## src/rtl/grf_scoreboard.sv

```systemverilog
// General-purpose register file with a per-register pending (scoreboard) bit.
//
// Reads are combinational, with an optional same-cycle forward of the writeback data.
// The pending bit for a register is set when an instruction that writes it is issued.
// It is cleared when that register is written back, or when the pipeline is flushed.
// Each accepted write produces a one-cycle registered trace record.
//
// Parameters:
//   DATA_W   - register data width
//   ADDR_W   - address width; the file has 2**ADDR_W registers
//   NUM_RD   - number of combinational read ports (1..4)
//   BYPASS   - 1: forward an accepted same-cycle write to matching read ports
//   ZERO_REG - 1: r0 reads 0, ignores writes and issue, and is never pending
//
// Ports:
//   clk_i, rst_ni       - clock (rising edge) and asynchronous active-low reset
//   pc_i                - PC of the writing instruction; used only for the trace
//   we_i/waddr_i/wdata_i- writeback enable, address and data
//   raddr_i             - read addresses, port i at [i*ADDR_W +: ADDR_W]
//   rdata_o             - read data, port i at [i*DATA_W +: DATA_W]
//   rvalid_o            - per port: 1 = operand ready (not pending)
//   issue_en_i/addr_i   - mark a destination register pending
//   flush_i             - clear all pending bits
//   pend_cnt_o          - registered count of pending registers
//   trace_*_o           - registered record of the last accepted write
module grf_scoreboard #(
  parameter int unsigned DATA_W   = 32,
  parameter int unsigned ADDR_W   = 5,
  parameter int unsigned NUM_RD   = 2,
  parameter bit          BYPASS   = 1'b1,
  parameter bit          ZERO_REG = 1'b1
) (
  input  logic                     clk_i,
  input  logic                     rst_ni,
  input  logic [31:0]              pc_i,
  input  logic                     we_i,
  input  logic [ADDR_W-1:0]        waddr_i,
  input  logic [DATA_W-1:0]        wdata_i,
  input  logic [NUM_RD*ADDR_W-1:0] raddr_i,
  output logic [NUM_RD*DATA_W-1:0] rdata_o,
  output logic [NUM_RD-1:0]        rvalid_o,
  input  logic                     issue_en_i,
  input  logic [ADDR_W-1:0]        issue_addr_i,
  input  logic                     flush_i,
  output logic [ADDR_W:0]          pend_cnt_o,
  output logic                     trace_valid_o,
  output logic [31:0]              trace_pc_o,
  output logic [ADDR_W-1:0]        trace_addr_o,
  output logic [DATA_W-1:0]        trace_data_o
);

  localparam int unsigned Depth = 2 ** ADDR_W;

  logic [DATA_W-1:0] regs_q [Depth];
  logic [Depth-1:0]  pend_q, pend_d;
  logic [ADDR_W:0]   cnt_q, cnt_d;
  logic              trace_valid_q;
  logic [31:0]       trace_pc_q;
  logic [ADDR_W-1:0] trace_addr_q;
  logic [DATA_W-1:0] trace_data_q;

  logic wr_acc, iss_acc;

  assign wr_acc  = we_i && !(ZERO_REG && (waddr_i == '0));
  assign iss_acc = issue_en_i && !(ZERO_REG && (issue_addr_i == '0));

  // Ordering matters: flush first, then writeback clears, then issue sets.
  // When issue and writeback target the same register, the newer producer
  // (the issue) wins and the register stays pending.
  always_comb begin
    pend_d = pend_q;
    if (flush_i) begin
      pend_d = '0;
    end
    if (wr_acc) begin
      pend_d[waddr_i] = 1'b0;
    end
    if (iss_acc) begin
      pend_d[issue_addr_i] = 1'b1;
    end
  end

  // pend_cnt_o is registered, so count the next-state bits here.
  always_comb begin
    cnt_d = '0;
    for (int i = 0; i < Depth; i++) begin
      cnt_d = cnt_d + {{ADDR_W{1'b0}}, pend_d[i]};
    end
  end

  always_ff @(posedge clk_i or negedge rst_ni) begin
    if (!rst_ni) begin
      for (int i = 0; i < Depth; i++) begin
        regs_q[i] <= '0;
      end
    end else if (wr_acc) begin
      regs_q[waddr_i] <= wdata_i;
    end
  end

  always_ff @(posedge clk_i or negedge rst_ni) begin
    if (!rst_ni) begin
      pend_q <= '0;
      cnt_q  <= '0;
    end else begin
      pend_q <= pend_d;
      cnt_q  <= cnt_d;
    end
  end

  // The trace fields keep their last value; only the valid flag drops.
  always_ff @(posedge clk_i or negedge rst_ni) begin
    if (!rst_ni) begin
      trace_valid_q <= 1'b0;
      trace_pc_q    <= '0;
      trace_addr_q  <= '0;
      trace_data_q  <= '0;
    end else begin
      trace_valid_q <= wr_acc;
      if (wr_acc) begin
        trace_pc_q   <= pc_i;
        trace_addr_q <= waddr_i;
        trace_data_q <= wdata_i;
      end
    end
  end

  for (genvar g = 0; g < NUM_RD; g++) begin : g_rd
    logic [ADDR_W-1:0] ra;
    logic [DATA_W-1:0] port_data;
    logic              port_vld;

    assign ra = raddr_i[g*ADDR_W +: ADDR_W];

    always_comb begin
      port_data = regs_q[ra];
      port_vld  = !pend_q[ra];
      if (ZERO_REG && (ra == '0)) begin
        port_data = '0;
        port_vld  = 1'b1;
      end else if (BYPASS && wr_acc && (waddr_i == ra)) begin
        port_data = wdata_i;
        port_vld  = 1'b1;
      end
    end

    assign rdata_o[g*DATA_W +: DATA_W] = port_data;
    assign rvalid_o[g]                 = port_vld;
  end

  assign pend_cnt_o    = cnt_q;
  assign trace_valid_o = trace_valid_q;
  assign trace_pc_o    = trace_pc_q;
  assign trace_addr_o  = trace_addr_q;
  assign trace_data_o  = trace_data_q;

endmodule

```

## config.mk

```make
export PLATFORM = sky130hd
export DESIGN_NAME = grf_scoreboard
export DESIGN_NICKNAME = d
export VERILOG_FILES = /design/src/rtl/grf_scoreboard.sv
export SDC_FILE = /design/constraint.sdc
export NUM_CORES = 2
export LEC_CHECK = 0
export ABC_AREA = 0
export BUFFER_PORTS_ARGS = -buffer_cell sky130_fd_sc_hd__buf_2
export CAP_MARGIN = 20
export CORE_ASPECT_RATIO = 1.5
export CORE_MARGIN = 4
export CORE_UTILIZATION = 30
export CTS_BUF_LIST = sky130_fd_sc_hd__clkbuf_8
export CTS_CLUSTER_SIZE = 10
export DETAILED_ROUTE_END_ITERATION = 8
export PLACE_DENSITY = 0.5
export SLEW_MARGIN = 5
export SYNTH_ARGS = -nofsm -noshare
export SYNTH_HDL_FRONTEND = slang
export SYNTH_SLANG_ARGS = --single-unit
```

## constraint.sdc

```tcl
create_clock -name clk_i -period 10.5 [get_ports clk_i]
set_clock_uncertainty 0.15 [all_clocks]
set_input_delay 0.525 -clock clk_i [delete_from_list [all_inputs] [get_ports clk_i]]
set_output_delay 0.525 -clock clk_i [all_outputs]
set_load 0.01 [all_outputs]
```

# Word level (Yosys, flattened, before mapping)
# Index checks and enable logic that the tools add are counted.
[totals] output_inout_bits=142 ff_bits=1132 wordCells=130 in_bits=89
[classes] eq_ne=2 n_bitwise=6 reduce_logical=15 mux=28 n_addsub=31 magnitude_cmp=10
[op_table] op="$bwmux 1024" count=1
[op_table] op="$mux 32" count=12
[op_table] op="$bmux 32 s5" count=2
[op_table] op="$demux 32 s5" count=1
[op_table] op="$add 6x1->6" count=26
[op_table] op="$and 32x32->32" count=1
[op_table] op="$not 32->32" count=1
[op_table] op="$or 32x32->32" count=1
[op_table] op="$lt 5x6->1 const B" count=4
[op_table] op="$logic_not 5->1" count=4
[op_table] op="$ge 6x6->1 const B" count=3
[op_table] op="$not 5->6" count=3
[op_table] op="$bmux 1 s5" count=2
[op_table] op="$demux 1 s5" count=2
[op_table] op="$eq 5x5->1" count=2
[op_table] op="$ge 5x1->1 const B" count=2
[op_table] op="$mux 1" count=8
[op_table] op="$logic_and 1x1->1" count=7
[op_table] op="$add 5x1->6" count=1
[op_table] op="$lt 6x1->1 const B" count=1
[op_table] op="$add 4x1->5" count=1
[op_table] op="$add 3x1->4" count=1
[op_table] op="$logic_not 1->1" count=4
[op_table] op="$add 2x1->3" count=1
[op_table] op="$add 1x1->2" count=1

# Depth between registers and ports, before layout
[logic_depth] depth_word=40 depth_mapped=22 ltp_nobuf=20

# Least setup slack after synthesis
# Ideal clock, no wire load.
[synth_path] path_type="input port to flip-flop" startpoint="in waddr_i[3]" endpoint="reg cnt_q[4], in the netlist pend_cnt_o[4]" path_buffers=2 stages=19 path_slack_ns=4.294 setup_time_ns=0.080 required_time_ns=10.270 t_arrival_ns=5.976 path_cell_list="buf_2 nand2b_1 nor3b_1 nand2_1 clkbuf_1 a31o_2 fa_1 inv_1 fa_1 fa_1 inv_1 fa_1 fa_1 fa_1 ha_1 fa_1 a21o_1 a21oi_1 xnor2_1"
[synth_between] word_cells_on_any_way=44 classes_between="31 x add/sub; 2 x order compare; 4 x mux; 3 x bitwise; 4 x reduce/logical"
[synth_lines] element="start, declared" line_no="37" text="input logic [ADDR_W-1:0] waddr_i,"
[synth_lines] element="$lt 5x6->1 (implied by the code) / $ge 5x1->1 (equally long branches)" line_no="76" text="pend_d[waddr_i] = 1'b0;"
[synth_lines] element="$logic_and 1x1->1 (implied by the code)" line_no="76"
[synth_lines] element="$mux 1 (implied by the code)" line_no="76"
[synth_lines] element="$demux 1 s5" line_no="76"
[synth_lines] element="$not 32->32 (no line)"
[synth_lines] element="$and 32x32->32 (no line)"
[synth_lines] element="$mux 32 *" line_no="75" text="if (wr_acc) begin"
[synth_lines] element="$or 32x32->32 (no line)"
[synth_lines] element="$mux 32 *" line_no="78" text="if (iss_acc) begin"
[synth_lines] element="net pend_d[5]" line_no="55" text="logic [Depth-1:0] pend_q, pend_d;"
[synth_lines] element="$add 5x1->6 *" line_no="87" text="cnt_d = cnt_d + {{ADDR_W{1'b0}}, pend_d[i]};"
[synth_lines] element="$add 6x1->6 * (26 in series)" line_no="87"
[synth_lines] element="net cnt_d[4]" line_no="56" text="logic [ADDR_W:0] cnt_q, cnt_d;"
[synth_lines] element="end signal, assigned" line_no="107" text="cnt_q <= cnt_d;"
[synth_lines] element="end, declared" line_no="56"
# The timed path passes the listed nets; every way through them passes the cells marked *.
# A chain may end at the register's enable or synchronous reset.

# Worst setup path in the final report
[layout_path] startpoint="in waddr_i[2]" endpoint="reg cnt_q[4], in the netlist pend_cnt_o[4]"
[layout_between] word_cells_on_any_way=44 classes_between="31 x add/sub; 2 x order compare; 4 x mux; 3 x bitwise; 4 x reduce/logical"
[layout_lines] element="$lt 5x6->1 (implied by the code) / $ge 5x1->1 (equally long branches)" line_no="76"
[layout_lines] element="$logic_and 1x1->1 (implied by the code)" line_no="76"
[layout_lines] element="$mux 1 (implied by the code)" line_no="76"
[layout_lines] element="$demux 1 s5" line_no="76"
[layout_lines] element="$not 32->32 (no line)"
[layout_lines] element="$and 32x32->32 (no line)"
[layout_lines] element="$mux 32 *" line_no="75"
[layout_lines] element="$or 32x32->32 (no line)"
[layout_lines] element="$mux 32 *" line_no="78"
[layout_lines] element="net pend_d[7]" line_no="55"
[layout_lines] element="$add 6x1->6 * (25 in series)" line_no="87"
[layout_lines] element="net cnt_d[4]" line_no="56"
# Marks and branches as above.

==> out/metrics.csv <==
metric;value;unit
run_status;finished, final reports clean;
ir_drop;96.7;µV
clockPowerShare;0.327;
startpoint;waddr_i[2];
seq_area;28300;µm²
synth_area_per_cell;13.9;µm²
start_kind;primary input;
antenna_found_initial;36;
syn-cell-area;60700;µm²
die_y;559;µm
cts_buffer_depth;4;
timing.final.crit_share;0.721;
synth_common_cells;dfrtp_1, mux2_2, mux4_2;
fin_cells;7290;
slew_headroom;0.254;
p_int;8.68;mW
gp_congestion;0.804;
cpMostUsedCell;fa_1;
seqPwrFrac;0.462;
rows;202;
die_w;375;µm
required;11190;ps
finalHoldViolCount;0;
power.density;181;nW/µm²
insertion_delay;920;ps
setup_viol;0;
synth_fa_ha_area_frac;0.00936;
design_area;68500;µm²
grt_pass1_wl;338000;µm
synth_top_family_by_area;multiplexers;
ant_nets;0;
grt_overflow;0;
synthFlopType;dfrtp_1;
grt_setup_unrepaired;no;
cp_max_fo;33;
grtUsageTotal;0.223;
cts_tree;built;
core_area;202000;µm²
synth_xor_xnor_area_share;0.00188;
dr.pass1.iters;6;
syn_nets;4498;
yosysWarnings;0;
first_iter_violations;3644;
worst_pin_slew;1120;ps
synth-seq-cells;1132;
fillers;19777;
dp_hpwl;136000;µm
vias;41939;
async_flop_share;1.00;
synth-simple-area-share;0.0344;
grt_pass1_vias;43767;
critical_path.cell_chain;dlygate4sd3_1 > buf_2 > nor3b_1 > nor2b_4 > buf_4 > o32ai_1 > fa_1 > inv_1 > fa_1 > fa_1 > inv_1 > fa_1 > fa_1 > fa_1 > ha_1 > fa_1 > a21o_1 > a21oi_1 > xnor2_1;
synth_cell_types;66;
start_util;0.301;
htree_levels;4;
fin_ws;2930;ps
cts_resized;0;
post-cts-setup-buffer-count;0;
preCtsSetupSlack;2750;ps
period_needed;7570;ps
r2r-end;pend_cnt_o[4]$_DFF_PN0_;
crit_type;in -> reg;
total_power;12.4;mW
drc;0;
tns;0;ps
yosysSeqAreaShare;0.467;
combPwrFrac;0.210;
io-pin-count;231;
wl_per_cell;32.8;µm
synthTopCellsByArea;dfrtp_1, mux2_2, mux4_2;
r2r-start;pend_q[13]$_DFF_PN0_;
p_switching;3.71;mW
placed_cell_area;64000;µm²
max_freq;132;MHz
yosysTopAreaCell;dfrtp_1;
drive_gt1_frac;0.449;
cts_buffers;195;
p_leak;30.2;nW
final_net_count;4604;
yosysMostFrequentCell;dfrtp_1;
hold_path.class;in -> async;
cp_data_arrival_time;8260;ps
syn_inst;4378;
maxSlewViolCount;0;
synth_top_area_frac;0.467;
synth_compound_area_frac;0.0604;
cp-endpoint;pend_cnt_o[4]$_DFF_PN0_;
syn_to_final_growth;12.9;%
crit_path_end_kind;flip-flop;
dieArea;210000;µm²
holdWs;82.4;ps
synth_edf_count;0;
r2r_setup_slack;5100;ps
critPathSlowestCell;nor3b_1;
viasPerCell;5.75;
sw_frac_of_total;0.299;
synthMuxAreaShare;0.385;
ff2ff_path_depth;16;
utilization;0.340;
wirelength;239000;µm
max_cap_violations;0;
path_clk_slew;60;ps
slowest_delay;900;ps
place.port_buffers;230;
root_buffer;clkbuf_8;
dp_cells;6873;
grt_max_degree;154;
clock-sinks;1132;
multi_input_area;30100;µm²
[repair_timing]
action	4_1_cts	5_1_grt
setup endpoints to repair	0	0
endpoints found under the hold margin	182	0
hold buffers	65	0
[worst max-delay path: cells and delay by family]
family                     cells  cell delay, ps
buffers and inverters          5            2030
and+or+nand+nor                2            1190
xor gates and xnor gates       1             130
AOI/OAI and AO/OA              3             620
adders and majority gates      8            3740
[cells by family (layout without fill, tap and decap cells)]
| group | after synthesis | after routing |
|---|---|---|
| buf+inv | 546 | 790 |
| compound gates | 474 | 474 |
| xor+xnor | 13 | 13 |
| other cells | 0 | 16 |
| mux | 1701 | 1701 |
| flops | 1132 | 1132 |
| simple gates | 481 | 481 |
| fa+ha+maj | 31 | 31 |
[power groups by stage]
stage | clock, mW | combinational (mW) | sequential [mW]
2_1_floorplan | 0 | 1.86 | 5.59
3_3_place_gp | 0 | 2.56 | 5.75
3_5_place_dp | 0 | 2.60 | 5.78
4_1_cts | 4.18 | 2.63 | 5.70
5_1_grt | 4.34 | 2.81 | 5.81
6_report | 4.05 | 2.61 | 5.72
[worst min-delay path by stage]
stage                                   startpoint                        to  slack (ps)  cells past startpoint
after detailed placement  regs_q[1022]$_DFFE_PN0P_  regs_q[1022]$_DFFE_PN0P_         220                      0
after floorplan                             rst_ni   pend_cnt_o[0]$_DFF_PN0_          80                      0
final                                       rst_ni   regs_q[746]$_DFFE_PN0P_          80                      2
after CTS                              wdata_i[30]   regs_q[798]$_DFFE_PN0P_           5                      2
after global routing                   wdata_i[30]   regs_q[350]$_DFFE_PN0P_          70                      2
after global placement    regs_q[1022]$_DFFE_PN0P_  regs_q[1022]$_DFFE_PN0P_         210                      0
[cell type report]
| class | count | area share |
|---|---|---|
| clock buffers | 242 | 0.0486 |
| well taps | 2652 | 0.0484 |
| multi-input cells | 2700 | 0.439 |
| clock inverters | 93 | 0.00643 |
| repair buffers | 394 | 0.0397 |
| inverters | 61 | 0.00338 |
| flip-flops and latches | 1132 | 0.413 |
| diodes | 16 | 0.000584 |
[layer usage]
| metal | part of all wire | wire [µm] | up-vias | track usage |
|---|---|---|---|---|
| met4 | 0.045 | 10800 | 12 | 0.0927 |
| met1 | 0.41 | 97800 | 22788 | 0.289 |
| met3 | 0.065 | 15500 | 520 | 0.0421 |
| met2 | 0.48 | 115000 | 1792 | 0.366 |
| met5 | 0.00029 | 69 | - | 0 |
| li1 | - | - | 16827 | - |
[state kept, by name, indices dropped and copies added (netlist names)]
signal / count
trace_pc_o: 32
regs_q: 1024
trace_data_o: 32
pend_q: 32
trace_valid_o: 1
trace_addr_o: 5
pend_cnt_o: 6
[cells in the final DEF (no fill, tap or decap), types with 33 or more instances in the layout]
master,instances
buf_4,94
nor3_1,54
a221oi_1,50
mux2_2,1023
dfrtp_1,1132
dlygate4sd3_1,65
o22ai_1,33
nand2_1,311
clkbuf_8,242
o221ai_1,33
buf_2,220
a211oi_1,42
mux2i_1,275
a22oi_1,50
mux4_2,401
inv_1,133
a21oi_1,51
o21ai_0,43
(Power assumes the default switching activity.)
